**config.mk**
```make
export PLATFORM = sky130hd
export DESIGN_NAME = det_event_logger
export DESIGN_NICKNAME = d
export VERILOG_FILES = /design/src/rtl/det_event_logger.sv
export SDC_FILE = /design/constraint.sdc
export NUM_CORES = 1
export LEC_CHECK = 0
export ABC_AREA = 1
export BUFFER_PORTS_ARGS = -buffer_cell sky130_fd_sc_hd__clkbuf_2
export CORE_AREA = 8 8 132 134
export CTS_BUF_LIST = sky130_fd_sc_hd__clkbuf_16
export DETAILED_ROUTE_END_ITERATION = 8
export DIE_AREA = 0 0 140 142
export PLACE_DENSITY_LB_ADDON = 0.1
export SLEW_MARGIN = 20
export SYNTH_ARGS = -nofsm -noshare
export SYNTH_HDL_FRONTEND = slang
export SYNTH_SLANG_ARGS = --single-unit
export TNS_END_PERCENT = 30
```
**constraint.sdc**
```tcl
create_clock -name clk -period 2.8 [get_ports clk]
set_input_delay 0.42 -clock clk [delete_from_list [all_inputs] [get_ports clk]]
set_output_delay 0.42 -clock clk [all_outputs]
set_load 0.005 [all_outputs]
```
**src/rtl/det_event_logger.sv**
```systemverilog
// det_event_logger: counts and timestamps detector pulses into a show-ahead FIFO read via valid/ready.
// Optional detection blanking after each accepted event is enabled by defining DET_LOG_HOLDOFF_EN.
module det_event_logger #(
  parameter int TS_W    = 16,
  parameter int CNT_W   = 16,
  parameter int DEPTH   = 8,
  parameter int HOLDOFF = 3
) (
  input  logic                     clk,
  input  logic                     rstn,
  input  logic                     det_in,
  input  logic                     clr,
  output logic                     rd_valid,
  input  logic                     rd_ready,
  output logic [TS_W-1:0]          rd_data,
  output logic [$clog2(DEPTH):0]   level,
  output logic [CNT_W-1:0]         evt_cnt,
  output logic                     ovf
);

  localparam int AW = $clog2(DEPTH);
  localparam int LW = AW + 1;

  logic [TS_W-1:0] ts;
  logic [TS_W-1:0] mem [DEPTH];
  logic [AW-1:0]   wptr;
  logic [AW-1:0]   rptr;
  logic            holdActive;
  logic            accept;
  logic            full;
  logic            pop;
  logic            push;

`ifdef DET_LOG_HOLDOFF_EN
  localparam int HW = (HOLDOFF < 1) ? 1 : $clog2(HOLDOFF + 1);

  logic [HW-1:0] hcnt;

  // Loaded on every accepted event, so blanking covers the next HOLDOFF cycles.
  always_ff @(posedge clk or negedge rstn) begin
    if (!rstn) begin
      hcnt <= '0;
    end else if (clr) begin
      hcnt <= '0;
    end else if (accept) begin
      hcnt <= HW'(HOLDOFF);
    end else if (hcnt != '0) begin
      hcnt <= hcnt - HW'(1);
    end
  end

  assign holdActive = (hcnt != '0);
`else
  // Constant false; HOLDOFF is referenced only so the parameter stays in use.
  assign holdActive = (HOLDOFF < 0);
`endif

  assign accept   = det_in && !clr && !holdActive;
  assign rd_valid = (level != '0);
  assign full     = (level == LW'(DEPTH));
  assign pop      = rd_valid && rd_ready && !clr;
  assign push     = accept && (!full || pop);
  assign rd_data  = rd_valid ? mem[rptr] : '0;

  always_ff @(posedge clk or negedge rstn) begin
    if (!rstn) begin
      ts <= '0;
    end else if (clr) begin
      ts <= '0;
    end else begin
      ts <= ts + TS_W'(1);
    end
  end

  always_ff @(posedge clk) begin
    if (push) begin
      mem[wptr] <= ts;
    end
  end

  // Pointers wrap naturally; occupancy is kept in its own register.
  always_ff @(posedge clk or negedge rstn) begin
    if (!rstn) begin
      wptr  <= '0;
      rptr  <= '0;
      level <= '0;
    end else if (clr) begin
      wptr  <= '0;
      rptr  <= '0;
      level <= '0;
    end else begin
      if (push) begin
        wptr <= wptr + AW'(1);
      end
      if (pop) begin
        rptr <= rptr + AW'(1);
      end
      case ({push, pop})
        2'b10:   level <= level + LW'(1);
        2'b01:   level <= level - LW'(1);
        default: level <= level;
      endcase
    end
  end

  always_ff @(posedge clk or negedge rstn) begin
    if (!rstn) begin
      evt_cnt <= '0;
      ovf     <= 1'b0;
    end else if (clr) begin
      evt_cnt <= '0;
      ovf     <= 1'b0;
    end else if (accept) begin
      if (evt_cnt != '1) begin
        evt_cnt <= evt_cnt + CNT_W'(1);
      end
      if (full && !pop) begin
        ovf <= 1'b1;
      end
    end
  end

endmodule

```
==> flow_summary.ini <==
[outcome]
status = finished, final reports clean

[timing]
worst_pin_slew_ns = 0.469
finalClockSkew_ns = 0.00827
layout_worst_path_cycle_share = 0.912
fin_tns_setup_ns = 0
setup_viol = 0
hold_slack_ns = 0.199
setup_ws_ns = 0.246
rsz0062_at_grt = false
maxSlewViolCount = 0
finalCriticalPeriod_ns = 2.55
hold_viol_final = 0
max_slew_margin = 0.687
max_freq_mhz = 392

[synthesis]
async_flop_share = 0.251
synth-edff-count = 128
yosys_register_bits = 171
yosysUniqueCellTypes = 34
seq_area_frac_synth = 0.652
synth-main-ff-cell = edfxtp_1
synth_area_leaders = edfxtp_1, dfrtp_1, nor2_1, o21ai_0, nand2_1
ys_warn_count = 0
synth_fp_nets = 714
synth_area_leader_cell = edfxtp_1
syn_area_per_cell_um2 = 10.8
netlist_instances = 702
synth_top_area_frac = 0.509
mappedNetlistArea_um2 = 7550

[clock_tree]
cts_tree = built
cts_buffers = 17
path_clk_slew_ns = 0.06
clock_path_buffers = 2
cts.htree.levels = 4
cts_setup_buffers = 0
clkLatencyLatePin_ns = 0.42
cts-root-buf = clkbuf_16
clock_sinks = 171

[routing]
routed-via-count = 5257
drtAntennaViolNets = 0
drt_iter0_drc = 370
drt-total-wl_um = 16700
first_pass_iters = 5
wl_per_cell_um = 17.4
vias_per_cell = 5.48
route.detailed.drc = 0

[worst_hold_path]
hp-class = primary input to flop

[final_layout]
n_fill_cell = 1347
regArea_um2 = 4920
drive_above_1_share = 0.149
num_antenna_cells = 0
layout.cells.non_filler = 959
area_growth_pct = 14.4
final_net_count = 766
multi_input_area_um2 = 2330

[floorplanning]
row_count = 46
die_y_um = 142
ios = 43
dieWidth_um = 140
die-area_um2 = 19900
core_area_um2 = 15400
initial_core_util = 0.489

[pwr]
peakVddDrop_mv = 0.504
p_switching_mw = 1.83
p_seq_frac = 0.440
pwr-share-clk = 0.376
power_density_nw_per_um2 = 770
switching_share = 0.276
p_leak_nw = 3.38
power_frac_comb = 0.183
p_int_mw = 4.81

[global_routing]
grt_max_degree = 43
grt_pass1_vias = 5153
grt_usage = 0.176
use_met1 = 0.220
met2_usage = 0.297
grt_pass1_wl_um = 27100
grt_overflow = 0
top_usage_layer = met2
grt_use_met3 = 0.0356
antenna_found_initial = 0

[critical_path]
cp_data_required_time_ns = 2.38
crit_path_end_kind = output port
crit_slowest_cell = dfrtp_2
worstPathArrival_ns = 2.13
crit_type = flop to output port
path_cells = buf_4 > nor2_1 > nor2_1 > o21ai_0 > o21ai_0 > o21ai_0 > nor2_1 > clkbuf_2
worstPathMaxFanout = 37
cpPeakStageDelay_ns = 0.48
worstSetupStartpointType = flop

[placed_design]
dp_hpwl_um = 10600
dp_cells = 926
place_congestion = 0.847
pre_cts_slack_ns = 0.635
io_buffers = 42

[flow_run]
drv_cap = 0
## cell type report
type | count | share of cell area
clock buffer | 17 | 0.0493
clock inverter | 15 | 0.0238
inverter | 34 | 0.0149
multi-input combinational | 466 | 0.270
sequential | 171 | 0.570
tap | 192 | 0.0278
timing repair buffer | 64 | 0.0438
## state kept, by name (all words and copies together) (netlist names)
signal and flops:
mem 128, level 4, rptr 3, ts 16, ovf 1, evt_cnt 16
wptr 3
## layer usage
metal | wire length [um] | part of all wire | vias to the layer above
li1 | - | - | 2526
met1 | 7390 | 0.44 | 2575
met2 | 8340 | 0.50 | 131
met3 | 674 | 0.040 | 25
met4 | 263 | 0.016 | 0
met5 | 0 | 0 | -
## synthesized netlist by cell type (2+ instances only)
library cell,instances
mux2i_1,16
inv_1,29
a21oi_1,10
nor2_2,3
clkbuf_1,11
nand3_1,31
buf_2,14
nand4_1,11
o22ai_1,16
edfxtp_1,128
xor2_1,13
nand2_1,96
dfrtp_1,43
nor3_1,2
o21bai_1,3
nor2_1,147
o21ai_0,90
inv_2,4
nor3_2,2
o21ai_1,5
nand2_2,4
buf_4,4
ha_1,6
o21ai_2,4
## layout by cell type (no fill, tap or decap), types with 4 or more instances in the layout
master       n
a21oi_1     10
buf_4       21
bufinv_16    5
clkbuf_16   17
clkbuf_2    42
clkinv_1     4
dfrtp_1     41
edfxtp_1   128
ha_1         6
inv_1       30
inv_2        4
mux2i_1     16
nand2_1     96
nand2_2      4
nand3_1     31
nand4_1     11
nor2_1     147
o21ai_0     90
o21ai_1      5
o21ai_2      4
o22ai_1     16
xor2_1      13
## per-stage QoR
stage / cell area, um^2 / utilization / total power, mW
after detailed placement: 7990 / 0.518 / 4.22
after CTS: 8630 / 0.560 / 6.72
after floorplan: 7550 / - / 3.76
after global placement: 7990 / 0.518 / 4.19
final: 8630 / 0.560 / 6.64
after global routing: 8630 / 0.560 / 6.99
## kinds of logic after synthesis
group / after synthesis / share of synthesized area
flip-flops: 171 / 0.652
buffers and inverters: 65 / 0.0393
adder cells (fa/ha/maj): 7 / 0.0126
AO/OA/AOI/OAI: 128 / 0.0905
AND/OR/NAND/NOR: 301 / 0.168
multiplexers: 16 / 0.0212
XOR/XNOR: 14 / 0.0162
## worst paths after layout
check                      startpoint     endpoint  slack [ns]  cells past startpoint
max in group asynchronous        rstn      rptr[1]        1.86                      3
min reg2reg                       ovf          ovf        0.53                      2
max reg2reg                  level[3]     level[3]        0.59                     12
max                           rptr[0]  rd_data[11]        0.25                      8
min                               clr          ovf        0.20                      2
min in group asynchronous        rstn  evt_cnt[12]        0.38                      2
## timing repair
action	CTS	global route
setup endpoints to repair	0	5
resized for setup	0	1
hold buffers	1	0
hold endpoints to repair	6	0
## power by group through the flow
stage | clock, mW | combinational (mW) | sequential [mW]
4_1_cts | 2.54 | 1.25 | 2.93
3_5_place_dp | 0 | 1.25 | 2.97
2_1_floorplan | 0 | 0.874 | 2.89
5_1_grt | 2.65 | 1.40 | 2.94
3_3_place_gp | 0 | 1.22 | 2.97
6_report | 2.50 | 1.22 | 2.93
## critical path: cells and delay by family, from the launching register on
family                 cells  cell delay [ns]
AND/OR/NAND/NOR            3             0.35
AO/OA/AOI/OAI              3             0.29
buffers and inverters      2             0.57
flip-flops                 1             0.48
No activity file was read; power rests on OpenSTA's default activity.
